## src/rtl/spi_word_receiver.sv

```systemverilog
// Oversampling SPI word receiver: synchronises SCK/MOSI/CS_n onto clk, assembles
// WORD_WIDTH-bit words per CS frame and offers them on a valid/ready handshake.
// Optional MISO transmit path enabled by defining SPI_WORD_RECEIVER_MISO_EN.
module spi_word_receiver #(
   parameter int WORD_WIDTH  = 16,
   parameter int SPI_MODE    = 0,
   parameter int MSB_FIRST   = 1,
   parameter int SYNC_STAGES = 2
) (
   input  logic                  clk,
   input  logic                  reset,
   input  logic                  spi_clk,
   input  logic                  spi_mosi,
   input  logic                  spi_cs_n,
`ifdef SPI_WORD_RECEIVER_MISO_EN
   input  logic [WORD_WIDTH-1:0] tx_data,
   output logic                  spi_miso,
`endif
   output logic [WORD_WIDTH-1:0] data,
   output logic                  data_first,
   output logic                  data_valid,
   input  logic                  data_ready,
   output logic                  overrun,
   input  logic                  overrun_clear,
   output logic                  short_frame
);

   localparam int CW = $clog2(WORD_WIDTH);
   localparam bit SAMPLE_RISE = (SPI_MODE == 0) || (SPI_MODE == 3);
   localparam logic [CW-1:0] LAST_BIT = CW'(WORD_WIDTH - 1);

   logic [SYNC_STAGES-1:0] r_sck_sync;
   logic [SYNC_STAGES-1:0] r_mosi_sync;
   logic [SYNC_STAGES-1:0] r_cs_sync;
   logic                   r_sck_prev;
   logic                   r_cs_prev;
   logic                   r_samp_stb;
   logic                   r_mosi_q;

   logic                   r_active;
   logic                   r_first_word;
   logic [CW-1:0]          r_bit_cnt;
   logic [WORD_WIDTH-1:0]  r_shift;
   logic                   r_word_done;
   logic [WORD_WIDTH-1:0]  r_done_word;
   logic                   r_done_first;
   logic                   r_short;

   logic [WORD_WIDTH-1:0]  r_data;
   logic                   r_data_first;
   logic                   r_data_valid;
   logic                   r_overrun;

   logic                   w_sck;
   logic                   w_cs;
   logic                   w_sck_rise;
   logic                   w_sck_fall;
   logic                   w_samp_edge;
   logic                   w_cs_fall;
   logic                   w_cs_rise;
   logic [WORD_WIDTH-1:0]  w_shift_next;

   assign w_sck       = r_sck_sync[SYNC_STAGES-1];
   assign w_cs        = r_cs_sync[SYNC_STAGES-1];
   assign w_sck_rise  = w_sck & ~r_sck_prev;
   assign w_sck_fall  = ~w_sck & r_sck_prev;
   assign w_samp_edge = SAMPLE_RISE ? w_sck_rise : w_sck_fall;
   assign w_cs_fall   = ~w_cs & r_cs_prev;
   assign w_cs_rise   = w_cs & ~r_cs_prev;
   assign w_shift_next = (MSB_FIRST != 0) ? {r_shift[WORD_WIDTH-2:0], r_mosi_q}
                                          : {r_mosi_q, r_shift[WORD_WIDTH-1:1]};

   // The sample strobe and its MOSI bit are registered once more so that a
   // completed word reaches data_valid SYNC_STAGES+2 edges after SCK is captured.
   always_ff @(posedge clk or negedge reset) begin
      if (!reset) begin
         r_sck_sync  <= '0;
         r_mosi_sync <= '0;
         r_cs_sync   <= '0;
         r_sck_prev  <= 1'b0;
         r_cs_prev   <= 1'b0;
         r_samp_stb  <= 1'b0;
         r_mosi_q    <= 1'b0;
      end else begin
         r_sck_sync  <= {r_sck_sync[SYNC_STAGES-2:0], spi_clk};
         r_mosi_sync <= {r_mosi_sync[SYNC_STAGES-2:0], spi_mosi};
         r_cs_sync   <= {r_cs_sync[SYNC_STAGES-2:0], spi_cs_n};
         r_sck_prev  <= w_sck;
         r_cs_prev   <= w_cs;
         r_samp_stb  <= w_samp_edge;
         r_mosi_q    <= r_mosi_sync[SYNC_STAGES-1];
      end
   end

   always_ff @(posedge clk or negedge reset) begin
      if (!reset) begin
         r_active     <= 1'b0;
         r_first_word <= 1'b0;
         r_bit_cnt    <= '0;
         r_shift      <= '0;
         r_word_done  <= 1'b0;
         r_done_word  <= '0;
         r_done_first <= 1'b0;
         r_short      <= 1'b0;
      end else begin
         r_word_done <= 1'b0;
         r_short     <= 1'b0;
         if (w_cs_fall) begin
            r_active     <= 1'b1;
            r_first_word <= 1'b1;
            r_bit_cnt    <= '0;
         end else if (w_cs_rise) begin
            r_active  <= 1'b0;
            r_bit_cnt <= '0;
            r_short   <= (r_bit_cnt != '0);
         end else if (r_samp_stb && r_active) begin
            r_shift <= w_shift_next;
            if (r_bit_cnt == LAST_BIT) begin
               r_bit_cnt    <= '0;
               r_word_done  <= 1'b1;
               r_done_word  <= w_shift_next;
               r_done_first <= r_first_word;
               r_first_word <= 1'b0;
            end else begin
               r_bit_cnt <= r_bit_cnt + 1'b1;
            end
         end
      end
   end

   // Output stage: a new word may replace the held one only when it is being
   // consumed on the same edge; otherwise it is dropped and overrun latched.
   always_ff @(posedge clk or negedge reset) begin
      if (!reset) begin
         r_data       <= '0;
         r_data_first <= 1'b0;
         r_data_valid <= 1'b0;
         r_overrun    <= 1'b0;
      end else begin
         if (r_word_done && (!r_data_valid || data_ready)) begin
            r_data       <= r_done_word;
            r_data_first <= r_done_first;
            r_data_valid <= 1'b1;
         end else if (data_ready) begin
            r_data_valid <= 1'b0;
         end
         if (r_word_done && r_data_valid && !data_ready) begin
            r_overrun <= 1'b1;
         end else if (overrun_clear) begin
            r_overrun <= 1'b0;
         end
      end
   end

   assign data        = r_data;
   assign data_first  = r_data_first;
   assign data_valid  = r_data_valid;
   assign overrun     = r_overrun;
   assign short_frame = r_short;

`ifdef SPI_WORD_RECEIVER_MISO_EN
   localparam bit CPHA = (SPI_MODE % 2) == 1;

   logic [WORD_WIDTH-1:0] r_tx_shift;
   logic [CW-1:0]         r_tx_cnt;
   logic                  r_tx_primed;
   logic                  w_nsamp_edge;

   assign w_nsamp_edge = SAMPLE_RISE ? w_sck_fall : w_sck_rise;

   // With CPHA=1 the first non-sample edge only presents bit 0; later ones advance.
   always_ff @(posedge clk or negedge reset) begin
      if (!reset) begin
         r_tx_shift  <= '0;
         r_tx_cnt    <= '0;
         r_tx_primed <= 1'b0;
      end else if (w_cs_fall) begin
         r_tx_shift  <= tx_data;
         r_tx_cnt    <= '0;
         r_tx_primed <= !CPHA;
      end else if (w_nsamp_edge && r_active) begin
         if (!r_tx_primed) begin
            r_tx_primed <= 1'b1;
         end else if (r_tx_cnt == LAST_BIT) begin
            r_tx_shift <= tx_data;
            r_tx_cnt   <= '0;
         end else begin
            r_tx_shift <= (MSB_FIRST != 0) ? {r_tx_shift[WORD_WIDTH-2:0], 1'b0}
                                           : {1'b0, r_tx_shift[WORD_WIDTH-1:1]};
            r_tx_cnt   <= r_tx_cnt + 1'b1;
         end
      end
   end

   assign spi_miso = r_active & ~w_cs &
                     ((MSB_FIRST != 0) ? r_tx_shift[WORD_WIDTH-1] : r_tx_shift[0]);
`endif

endmodule

```

## config.mk

```make
export PLATFORM = sky130hd
export DESIGN_NAME = spi_word_receiver
export DESIGN_NICKNAME = d
export VERILOG_FILES = /design/src/rtl/spi_word_receiver.sv
export SDC_FILE = /design/constraint.sdc
export NUM_CORES = 1
export LEC_CHECK = 0
export CAP_MARGIN = 20
export CORE_UTILIZATION = 50
export CTS_CLUSTER_SIZE = 8
export DETAILED_ROUTE_END_ITERATION = 10
export PLACE_DENSITY = 0.74
export SETUP_SLACK_MARGIN = 0.4
export SLEW_MARGIN = 20
export SYNTH_ARGS = -nofsm -noshare
export SYNTH_HDL_FRONTEND = slang
export SYNTH_SLANG_ARGS = --single-unit
```

## constraint.sdc

```tcl
create_clock -name clk -period 1.6 [get_ports clk]
set_input_delay 0.4 -clock clk [delete_from_list [all_inputs] [get_ports clk]]
set_output_delay 0.4 -clock clk [all_outputs]
set_load 0.02 [all_outputs]
```

Word level (Yosys, flattened, before mapping)
Index checks and enable logic that the tools add are counted.
{"block": "word_totals", "inputBits": 7, "out_inout_bits": 20, "reg_bits": 69, "word_cells": 67}
{"block": "op_classes", "n_bitwise": 8, "n_eq_ne": 2, "reduce_logical": 17, "add_sub_neg": 1, "mux": 20}
{"operator": "$mux W1", "count": 16}
{"operator": "$mux W4", "count": 4}
{"operator": "$reduce_bool A2 Y1", "count": 5}
{"operator": "$reduce_and A3 Y1", "count": 2}
{"operator": "$not A1 Y1", "count": 5}
{"operator": "$add A4 B1 Y4 const B", "count": 1}
{"operator": "$eq A4 B4 Y1 const B", "count": 1}
{"operator": "$logic_and A1 B1 Y1", "count": 4}
{"operator": "$reduce_and A4 Y1", "count": 1}
{"operator": "$reduce_bool A4 Y1", "count": 1}
{"operator": "$and A1 B1 Y1", "count": 3}
{"operator": "$reduce_bool A3 Y1", "count": 1}
{"operator": "$logic_not A1 Y1", "count": 2}
{"operator": "$ne A2 B2 Y1 const B", "count": 1}
{"operator": "$logic_or A1 B1 Y1", "count": 1}

Logic depth before layout (Yosys ltp)
{"block": "depth", "word_depth": 5, "ltp_mapped": 6, "depth_no_buf": 5}

Least setup slack after synthesis
OpenSTA, ideal clock, no wires.
{"block": "synth_path", "path_type": "reg-to-reg", "startpoint": "reg r_cs_sync[1]", "endpoint": "reg r_done_first", "path_buffers": 1, "path_stages_with_launch": 7, "t_arrival_ns": 1.487, "setup_ns": 0.125, "slack_ns": -0.012, "required_time_ns": 1.475, "period_less_slack_ns": 1.612, "path_cell_list": "dfrtp_1 -> inv_1 -> ha_1 -> nand3_4 -> nor2_8 -> buf_12 -> mux2_4"}
{"block": "synth_via", "elab_chain_cells": 4, "elab_cells_between_ends": 6, "classes_between": "bitwise: 5; reduce/logical: 1"}
{"element": "from (decl)", "line": "34", "text": "logic [SYNC_STAGES-1:0] r_cs_sync;"}
{"element": "from (signal assigned)", "line": "87", "text": "r_cs_sync <= {r_cs_sync[SYNC_STAGES-2:0], spi_cs_n};"}
{"element": "$not A1 Y1", "line": "68", "text": "assign w_cs_fall = ~w_cs & r_cs_prev;"}
{"element": "$and A1 B1 Y1", "line": "68"}
{"element": "$not A1 Y1 (no source line)"}
{"element": "$reduce_and A4 Y1 (no source line) (*)"}
{"element": "to (signal assigned)", "line": "122", "text": "r_done_first <= r_first_word;"}
{"element": "to (decl)", "line": "46", "text": "logic r_done_first;"}
Every way passes the cells marked *; elsewhere a longest branch is shown, timed or not.
A chain may end at the register's enable or synchronous reset.

Worst setup path after layout
{"block": "layout_path", "startpoint": "reg r_cs_sync[1]", "endpoint": "reg r_done_word[6]"}
{"block": "layout_via", "elab_chain_cells": 4, "elab_cells_between_ends": 6, "classes_between": "bitwise: 5; reduce/logical: 1"}
{"element": "$not A1 Y1", "line": "68"}
{"element": "$and A1 B1 Y1", "line": "68"}
{"element": "$not A1 Y1 (no source line)"}
{"element": "$reduce_and A4 Y1 (no source line) (*)"}
{"element": "to (signal assigned)", "line": "121", "text": "r_done_word <= w_shift_next;"}
{"element": "to (decl)", "line": "45", "text": "logic [WORD_WIDTH-1:0] r_done_word;"}
Marked as above.

==> reports/qor.csv <==
stage,metric,value,unit
layout,fillers,307,
yosys,yosys-mux-area-fraction,22.63,%
routing,routed_via_density,5.096,
setup_path,max_stage_delay,0.38,ns
global_route,grt_first_pass_wirelength,8197,um
timing,period_share,97.82,%
layout,syn_to_final_growth,46.91,%
timing,hold_viol_final,0,
layout,multi_input_area,1064,um2
yosys,synth_top_family_by_area,multiplexers,
power,leakage,0.001980,uW
yosys,synth_area,2649,um2
floorplanning,chipWidth,74.79,um
setup_path,arrival,1.78,ns
setup_path,critPathLaunchType,flop,
floorplanning,start_util,51.86,%
layout,final_layout_size_suffix_gt1_share,59.50,%
min_path,whs_path_depth,0,
yosys,yosys_most_used_dff,dfrtp_1,
yosys,synthSimpleGateAreaFrac,5.007,%
yosys,ys_ff_latch,69,
clock_tree,clk_pin_slew,0.07,ns
yosys,syn_area_per_cell,15.96,um2
yosys,ys_top_cells_by_area,"dfrtp_1, mux2_2, mux2_4",
placed_design,portBuffers,26,
power,finalPower,3998,uW
clock_tree,clockBufferDepth,2,
setup_path,cp-end-kind,flop,
layout,num-nets-final,248,
global_route,grt.total_usage,20.60,%
yosys,synth_fa_ha_area_share,1.889,%
timing,max_freq,0.6390,GHz
routing,ant_nets,0,
yosys,synth_compound_area_share,2.787,%
yosys,synthXorXnorAreaFrac,0,%
yosys,synth_edf_count,0,
yosys,synthCells,166,
power,ir_drop,0.8632,mV
status,status,finished clean,
clock_tree,clk_latency,0.34,ns
clock_tree,cts_max_level,3,
power,powerDensity,1027,nW/um2
yosys,yosysWarnings,0,
timing,setup_viol,0,
layout,antenna_cells,0,
setup_path,worst-r2r-cell-count,6,
setup_path,rrSetupSlack,0.03,ns
setup_path,worstSetupPathType,flop to flop,
floorplanning,coreArea,5107,um2
setup_path,slowest_stage,dfrtp_1,
min_path,hold_class,flop to flop,
floorplanning,die_y,74.79,um
placed_design,gp_congestion,0.7113,
yosys,synthDistinctLibCells,27,
timing,slew_violations,0,
placed_design,dp_hpwl,3023,um
routing,dr.pass1.iters,4,
routing,wirelength,5193,um
clock_tree,cts_tree,built,
global_route,grt_max_degree,29,
timing,finClkSkew,0.009648,ns
clock_tree,clkSinkCount,69,
yosys,synth_area_leader_cell,dfrtp_1,
routing,avgRoutedWirePerCell,16.64,um
layout,utilization,76.19,%
yosys,seq_area_frac_synth,65.19,%
floorplanning,dieArea,5593,um2
global_route,grt_overflow,0,
timing,worst_slew_pin_slew,0.4203,ns
floorplanning,pin_count,27,
timing,layout_min_cycle_time,1.565,ns
clock_tree,clockRootBuffer,clkbuf_8,
clock_tree,cts_inserted_buffers,9,
yosys,synth_top_area_share,65.19,%
layout,seqCellArea,1729,um2
routing,drcViolationCount,0,
floorplanning,rows,26,
routing,via_count,1590,
timing,slew-limit-headroom,71.98,%
yosys,async_reset_ff_share,100.0,%
routing,drtIter0Drc,57,
yosys,synth_nets,177,
global_route,grt_antenna_before_repair,0,
flow_run,maxCapViolations,0,
setup_path,crit_fanout,9,
timing,rsz0062_at_grt,true,
setup_path,crit_required,1.81,ns
yosys,yosys-top-cells-count,"dfrtp_1, mux2_2, mux2_4",
setup_path,cp_cell_sequence,"inv_2, ha_4, nand3_4, nor2_8, buf_12, mux2_2",
yosys,synth.most_common_cell,dfrtp_1,
global_route,grt_pass1_vias,1623,
-- layout make-up --
cell class	count	share of cell area (%)
Clock inverter	5	2.733
Multi-Input combinational cell	85	27.33
Tap cell	70	2.251
Inverter	9	0.8682
Timing Repair Buffer	63	18.49
Clock buffer	11	3.891
Sequential cell	69	44.44
-- through the flow --
step | cell area (um2) | setup WS (ns) | hold slack [ns] | setup TNS [ns] | cells
floorplan | 2728 | 0.02077 | 0.1044 | 0 | 166
CTS | 3705 | 0.04336 | 0.3581 | 0 | 302
detailed placement | 3188 | -0.04113 | 0.3412 | -0.3126 | 270
global placement | 3188 | -0.02588 | 0.3333 | -0.2892 | 270
finish | 3891 | 0.03493 | 0.3545 | 0 | 312
global route | 3891 | -0.01649 | 0.3648 | -0.06792 | 312
-- critical path, delay by kind of cell, from the launching register on --
family	cells	cell delay (ns)
adders and majority gates	1	0.28
buffers and inverters	2	0.20
muxes	1	0.33
and+or+nand+nor	2	0.25
DFF	1	0.38
-- per-layer routing --
layer | global-route usage [%] | vias to the layer above | wire length, um
li1 | - | 730 | -
met1 | 25.95 | 828 | 2363
met2 | 33.93 | 30 | 2664
met3 | 7.363 | 2 | 137
met4 | 5.660 | 0 | 26
met5 | 0 | - | 0
-- cell families (layout without fill, tap and decap cells) --
kind of cell / Yosys count / count (layout)
buffers and inverters: 12 / 88
adders and majority gates: 4 / 4
AOI/OAI and AO/OA: 11 / 11
DFF: 69 / 69
and+or+nand+nor: 20 / 20
muxes: 50 / 50
-- path summary, 6_finish.rpt --
kind	start	endpoint
worst max-delay path	r_cs_sync[1]	r_done_word[6]
worst min-delay path	r_cs_sync[0]	r_cs_sync[1]
worst max register to register	r_cs_sync[1]	r_done_word[6]
worst min register to register	r_cs_sync[0]	r_cs_sync[1]
max in group asynchronous	reset	r_done_word[2]
min in group asynchronous	reset	data[11]
-- cells in the final DEF (no fill, tap or decap), types with 2 or more instances in the layout --
master,synthesis,layout
dfrtp_1,69,67
mux2_4,10,27
buf_6,0,26
mux2_2,39,22
buf_4,1,20
clkbuf_8,0,11
inv_1,9,8
buf_12,1,8
nand2_1,7,4
clkdlybuf4s50_1,0,4
o21ai_1,0,3
ha_4,0,3
bufinv_16,0,3
nand3_4,1,2
nand2b_4,0,2
nand2_2,1,2
o31ai_4,0,2
dfrtp_2,0,2
-- report_power, final --
group / internal, uW / leakage [uW] / total, uW / switching [uW]
registers: 1810 / 0.000928 / 1890 / 75.1
logic: 169 / 0.000927 / 330 / 161
clock network: 1120 / 0.000126 / 1780 / 656
-- flip-flops by register name, indices dropped and copies added (netlist names), 2 cells and up --
register	count
r_shift	15
r_cs_sync	2
r_mosi_sync	2
r_sck_sync	2
data	16
r_bit_cnt	4
r_done_word	16
-- repair_timing --
action | CTS | global route
hold endpoints to repair | 14 | 0
cloned | 1 | 1
resized for setup | 140 | 23
buffers inserted | 14 | 9
hold buffers | 1 | 0
setup endpoints to repair | 75 | 76
pin swaps | 6 | 4
(Power assumes the default switching activity.)
